--- src/rtl/hazard_scoreboard.sv ---
// hazard_scoreboard: tracks in-flight register writes in the stages after D
// (stage 0 = E ... stage NUM_STAGES-1 = W). It drives the D-stage stall and
// the per-operand forward selects, and inserts a bubble into E on stall or flush.
module hazard_scoreboard #(
  parameter int NUM_STAGES = 3,
  parameter int REG_AW     = 5,
  parameter int TW         = 2,
  localparam int FWD_W     = $clog2(NUM_STAGES + 1)
) (
  input  logic              clk,
  input  logic              reset,
  input  logic              issue_valid,
  input  logic              issue_we,
  input  logic [REG_AW-1:0] issue_addr,
  input  logic [TW-1:0]     issue_tnew,
  input  logic              flush,
  input  logic [REG_AW-1:0] rs_addr,
  input  logic [REG_AW-1:0] rt_addr,
  input  logic              rs_ren,
  input  logic              rt_ren,
  input  logic [TW-1:0]     rs_tuse,
  input  logic [TW-1:0]     rt_tuse,
  output logic              stall,
  output logic [FWD_W-1:0]  fwd_rs,
  output logic [FWD_W-1:0]  fwd_rt,
  output logic              w_we,
  output logic [REG_AW-1:0] w_addr
);

  logic [NUM_STAGES-1:0] valid_q;
  logic [NUM_STAGES-1:0] we_q;
  logic [REG_AW-1:0]     addr_q [NUM_STAGES];
  logic [TW-1:0]         tnew_q [NUM_STAGES];

  logic [NUM_STAGES-1:0] live;
  logic                  rs_found, rt_found;
  logic [TW-1:0]         rs_tnew, rt_tnew;
  logic [FWD_W-1:0]      rs_stage, rt_stage;
  logic                  rs_stall, rt_stall;

  // Entries that can produce a hazard; $0 is never live.
  always_comb begin
    live = '0;
    for (int unsigned k = 0; k < NUM_STAGES; k++) begin
      live[k] = valid_q[k] & we_q[k] & (addr_q[k] != '0);
    end
  end

  // rs port: youngest live match, then stall request and forward select.
  always_comb begin
    rs_found = 1'b0;
    rs_tnew  = '0;
    rs_stage = '0;
    if (rs_ren) begin
      for (int unsigned k = 0; k < NUM_STAGES; k++) begin
        if (!rs_found && live[k] && (addr_q[k] == rs_addr)) begin
          rs_found = 1'b1;
          rs_tnew  = tnew_q[k];
          rs_stage = FWD_W'(k + 1);
        end
      end
    end
    rs_stall = rs_found && (rs_tnew > rs_tuse);
    fwd_rs   = (rs_found && (rs_tnew == '0)) ? rs_stage : '0;
  end

  // rt port: same search as rs, evaluated independently.
  always_comb begin
    rt_found = 1'b0;
    rt_tnew  = '0;
    rt_stage = '0;
    if (rt_ren) begin
      for (int unsigned k = 0; k < NUM_STAGES; k++) begin
        if (!rt_found && live[k] && (addr_q[k] == rt_addr)) begin
          rt_found = 1'b1;
          rt_tnew  = tnew_q[k];
          rt_stage = FWD_W'(k + 1);
        end
      end
    end
    rt_stall = rt_found && (rt_tnew > rt_tuse);
    fwd_rt   = (rt_found && (rt_tnew == '0)) ? rt_stage : '0;
  end

  // Stall and last-stage write port are pure functions of current state.
  always_comb begin
    stall  = rs_stall | rt_stall;
    w_we   = we_q[NUM_STAGES-1];
    w_addr = addr_q[NUM_STAGES-1];
  end

  // Entry pipeline: shift with saturating tnew decrement, load or bubble stage 0.
  always_ff @(posedge clk) begin
    if (!reset) begin
      valid_q <= '0;
      we_q    <= '0;
      for (int unsigned k = 0; k < NUM_STAGES; k++) begin
        addr_q[k] <= '0;
        tnew_q[k] <= '0;
      end
    end else begin
      for (int unsigned k = 1; k < NUM_STAGES; k++) begin
        valid_q[k] <= valid_q[k-1];
        we_q[k]    <= we_q[k-1];
        addr_q[k]  <= addr_q[k-1];
        tnew_q[k]  <= (tnew_q[k-1] == '0) ? '0 : tnew_q[k-1] - 1'b1;
      end
      if (stall || flush) begin
        valid_q[0] <= 1'b0;
        we_q[0]    <= 1'b0;
        addr_q[0]  <= '0;
        tnew_q[0]  <= '0;
      end else begin
        valid_q[0] <= issue_valid;
        we_q[0]    <= issue_we & (issue_addr != '0);
        addr_q[0]  <= issue_addr;
        tnew_q[0]  <= issue_tnew;
      end
    end
  end

endmodule

--- config.mk ---
export PLATFORM = sky130hd
export DESIGN_NAME = hazard_scoreboard
export DESIGN_NICKNAME = d
export VERILOG_FILES = /design/src/rtl/hazard_scoreboard.sv
export SDC_FILE = /design/constraint.sdc
export NUM_CORES = 1
export LEC_CHECK = 0
export ABC_AREA = 0
export BUFFER_PORTS_ARGS = -buffer_cell sky130_fd_sc_hd__buf_4
export CAP_MARGIN = 10
export CELL_PAD_IN_SITES_DETAIL_PLACEMENT = 1
export CELL_PAD_IN_SITES_GLOBAL_PLACEMENT = 2
export CORE_ASPECT_RATIO = 0.6
export CORE_MARGIN = 2
export CORE_UTILIZATION = 34
export CTS_CLUSTER_SIZE = 40
export DETAILED_ROUTE_END_ITERATION = 6
export PLACE_DENSITY = 0.89
export SETUP_SLACK_MARGIN = 0.1
export SLEW_MARGIN = 20
export SYNTH_ARGS = -nofsm -noshare
export SYNTH_HDL_FRONTEND = slang
export SYNTH_SLANG_ARGS = --single-unit
--- constraint.sdc ---
create_clock -name clk -period 4.8 [get_ports clk]
set_input_delay 0.96 -clock clk [delete_from_list [all_inputs] [get_ports clk]]
set_output_delay 0.96 -clock clk [all_outputs]
set_load 0.01 [all_outputs]
==> results.yml <==
synth:
  postSynth.asyncResetShare_pct: 0
  netlist_instances: 172
  post_synth_instance_area_sq_mm: 0.00180
  synth.distinct_cells: 44
  yosysTopAreaCell: "sky130_fd_sc_hd__edfxtp_1"
  synth_flop_cell: "sky130_fd_sc_hd__edfxtp_1"
  syn_avg_cell_area_sq_um: 10.4
  number_of_synthesized_flops_with_an_enable_pin: 21
  ys_top_cells_by_area: "sky130_fd_sc_hd__edfxtp_1 (35%), sky130_fd_sc_hd__xnor2_1 (8.8%), sky130_fd_sc_hd__dfxtp_1 (6.7%)"
  synth_top_area_share_pct: 35.1
  yosys_warnings: 0
  yosysSeqAreaShare_pct: 41.8
  synth.ff_latch_count: 27
setup_path:
  timing.critical_path.arrival_ps: 3470
  setup.worst_path.class: "in -> out"
  worst_stage_delay_on_the_critical_path_ps: 560
  crit_end_category: "primary output"
  launching_point_of_the_worst_reg2reg_path: "addr_q[0][6]"
  cp_top_family: "simple AND/OR/NAND/NOR gates"
  critPathBufInv: 3
  timing.critical_path.from: "rt_addr[2]"
  critPathRequiredTime_ps: 3840
  crit_chain: "buf_4, xnor2_1, nand2_1, or4_1, nand4_1, a31oi_2, and2_1, ha_1, nor2b_1, o211ai_1, a31oi_2, a41oi_4, inv_1, buf_4"
  crit_fanout: 3
  startpoint_type: "input pin"
  critical_path.slowest_cell: "sky130_fd_sc_hd__or4_1"
sta:
  rsz0062_at_grt: "no"
  period_share_pct: 92.3
  final.hold.worst_slack_ps: 506
  worst_clock_skew_ps: 3.50
  fmax_mhz: 226
  setup_violations: 0
  timing_hold_violations_final: 0
  final.setup.tns_ps: 0
  slew_viol_final: 0
  period_needed_ps: 4430
routing:
  detail_route.wirelength_mm: 4.56
  met2RoutedLength_mm: 1.87
  first_pass_iters: 4
  detail_route.drc_violations: 0
  route.met3.wl_microns: 250
  dr_total_vias: 1429
  number_of_vias_per_cell: 4.81
  drtIter0Drc: 61
  wl_met1_mm: 2.40
  post_drt_wl_per_cell_microns: 15.4
  postRouteAntennaNets: 0
  route.top_layer_used: "met4"
final_layout:
  num_antenna_cells: 0
  final_layout_size_suffix_gt1_share_pct: 26.4
  fin_area_sq_mm: 0.00229
  flow.area_growth_from_synthesis_pct: 27.5
  design.final.nets: 266
clock_tree:
  cts_root_buf: "sky130_fd_sc_hd__clkbuf_8"
  cts_max_path_buffers: 2
  holdBufCountCts: 0
  clk_latency_ps: 280
  tritoncts_clock_tree: "yes"
  cts.sinks: 27
  cts_made_buffers: 3
  clk_pin_slew_ps: 100
  cts-htree-levels: 1
power_and_ir_drop:
  maximum_vdd_drop_uv: 111
  power.static_leakage_uw: 0.000967
  power.density_cell_area_mw_per_mm2: 221
grt:
  antenna_violations_before_repair: 0
  wire_length_of_the_first_global_routing_pass_mm: 7.42
  globalRouteOverflowTotal: 0
  global_route.usage.total_pct: 16.5
  grt_max_degree: 18
  number_of_global_route_vias_before_repair: 1448
run:
  max_cap_violations: 0
floorplan:
  boundaryPins: 39
  initial_core_util_pct: 35.4
  die_area_sq_mm: 0.00590
  width_of_the_chip_microns: 97.9
  site_rows: 20
  floorplan.core_area_sq_mm: 0.00508
  vertical_extent_of_the_die_microns: 60.3
outcome:
  run_status: "finished clean"
min_path:
  min_from: "valid_q[0]"
  hp-class: "reg -> reg"
place:
  place.detailed.hpwl_mm: 3.78
  portBuffers: 38
  post_dp_cell_area_sq_mm: 0.00220
  routabilityCongestion: 0.759
## stage by stage
stage	worst slack, ps	cells	util (%)	total power, uW
4_1_cts	204	294	44.3	509
3_5_place_dp	212	290	43.3	367
2_1_floorplan	709	192	-	327
3_3_place_gp	296	290	43.3	364
5_1_grt	172	297	45.1	532
6_report	369	297	45.1	507
## worst register-to-register path, delay by kind of cell, from the launching register on
family	cells	cell delay [ps]
buffers and inverters	1	180
AO/OA/AOI/OAI	5	990
flip-flops	1	490
adder cells (fa/ha/maj)	1	230
AND/OR/NAND/NOR	6	1400
## final cells by class
type	count	area, sq um
clock buffers	3	41.3
clock inverters	1	8.76
fillers	596	2790
inverters	9	33.8
multi-input cells	149	1060
flip-flops and latches	27	751
well taps	66	82.6
repair buffers	42	315
## layout by cell type (no fill, tap or decap), drive strengths merged, types with 2 or more instances in the layout
master  netlist  final
buf           5     42
edfxtp       21     21
conb          1     21
xnor2        18     18
and2         17     17
xor2         12     12
inv           9     10
nor2          8      8
nand2         8      8
and3          8      8
ha            6      6
dfxtp         6      6
or4           6      6
nor3          4      4
o211ai        4      4
nand3         3      3
nor4          3      3
nand4         3      3
a21oi         3      3
clkbuf        2      3
a31oi         3      3
or3           2      2
o21ai         2      2
nor3b         2      2
nor2b         2      2
nand2b        2      2
## timing repair
| action | 4_1_cts | 5_1_grt |
|---|---|---|
| resized for setup | 0 | 3 |
| setup endpoints to repair | 0 | 1 |
| buffers inserted | 0 | 3 |
## cells by family (layout without fill, tap and decap cells)
kind of cell | Yosys count | count (layout) | synth area share (%)
other | 1 | 21 | 0.209
buffers and inverters | 16 | 55 | 4.39
AO/OA/AOI/OAI | 19 | 19 | 9.54
XOR/XNOR | 30 | 30 | 14.6
AND/OR/NAND/NOR | 72 | 72 | 24.7
flip-flops | 27 | 27 | 41.8
adder cells (fa/ha/maj) | 6 | 6 | 4.18
multiplexers | 1 | 1 | 0.627
## worst paths after layout
path	end	slack, ps	cells after the start
hold / removal	valid_q[1]	510	1
setup reg to reg	addr_q[0][2]	1380	13
setup / recovery	stall	370	14
hold reg to reg	valid_q[1]	510	1
## where the power goes
group          switching [uW]  total [uW]  internal, uW  leakage (uW)
Clock                    80.5         142          61.1     0.0000261
Sequential               14.1         279           265      0.000266
Combinational            42.0        85.9          43.9      0.000674
Total                     137         507           370      0.000967
## registers in the layout, summed over array words and instances (netlist names)
signal and flops:
tnew_q 6, valid_q 3, we_q 3, addr_q 15
## routing by layer
layer	GRT usage, %	vias to the layer above
met2	25.7	39
met5	0	-
met4	2.58	0
met3	4.09	4
li1	-	709
met1	23.8	677
## synth_stat cells, types with 2 or more instances
cell / instances
sky130_fd_sc_hd__a21oi_1: 3
sky130_fd_sc_hd__a31oi_1: 2
sky130_fd_sc_hd__and2_1: 16
sky130_fd_sc_hd__and3_1: 8
sky130_fd_sc_hd__buf_4: 5
sky130_fd_sc_hd__clkbuf_1: 2
sky130_fd_sc_hd__dfxtp_1: 6
sky130_fd_sc_hd__edfxtp_1: 21
sky130_fd_sc_hd__ha_1: 6
sky130_fd_sc_hd__inv_1: 9
sky130_fd_sc_hd__nand2_1: 8
sky130_fd_sc_hd__nand2b_1: 2
sky130_fd_sc_hd__nand3_1: 3
sky130_fd_sc_hd__nand4_1: 3
sky130_fd_sc_hd__nor2_1: 8
sky130_fd_sc_hd__nor2b_1: 2
sky130_fd_sc_hd__nor3_1: 4
sky130_fd_sc_hd__nor3b_1: 2
sky130_fd_sc_hd__nor4_2: 2
sky130_fd_sc_hd__o211ai_1: 2
sky130_fd_sc_hd__o211ai_2: 2
sky130_fd_sc_hd__o21ai_0: 2
sky130_fd_sc_hd__or3_1: 2
sky130_fd_sc_hd__or4_1: 4
sky130_fd_sc_hd__xnor2_1: 18
sky130_fd_sc_hd__xor2_1: 12
(Power assumes the default switching activity.)
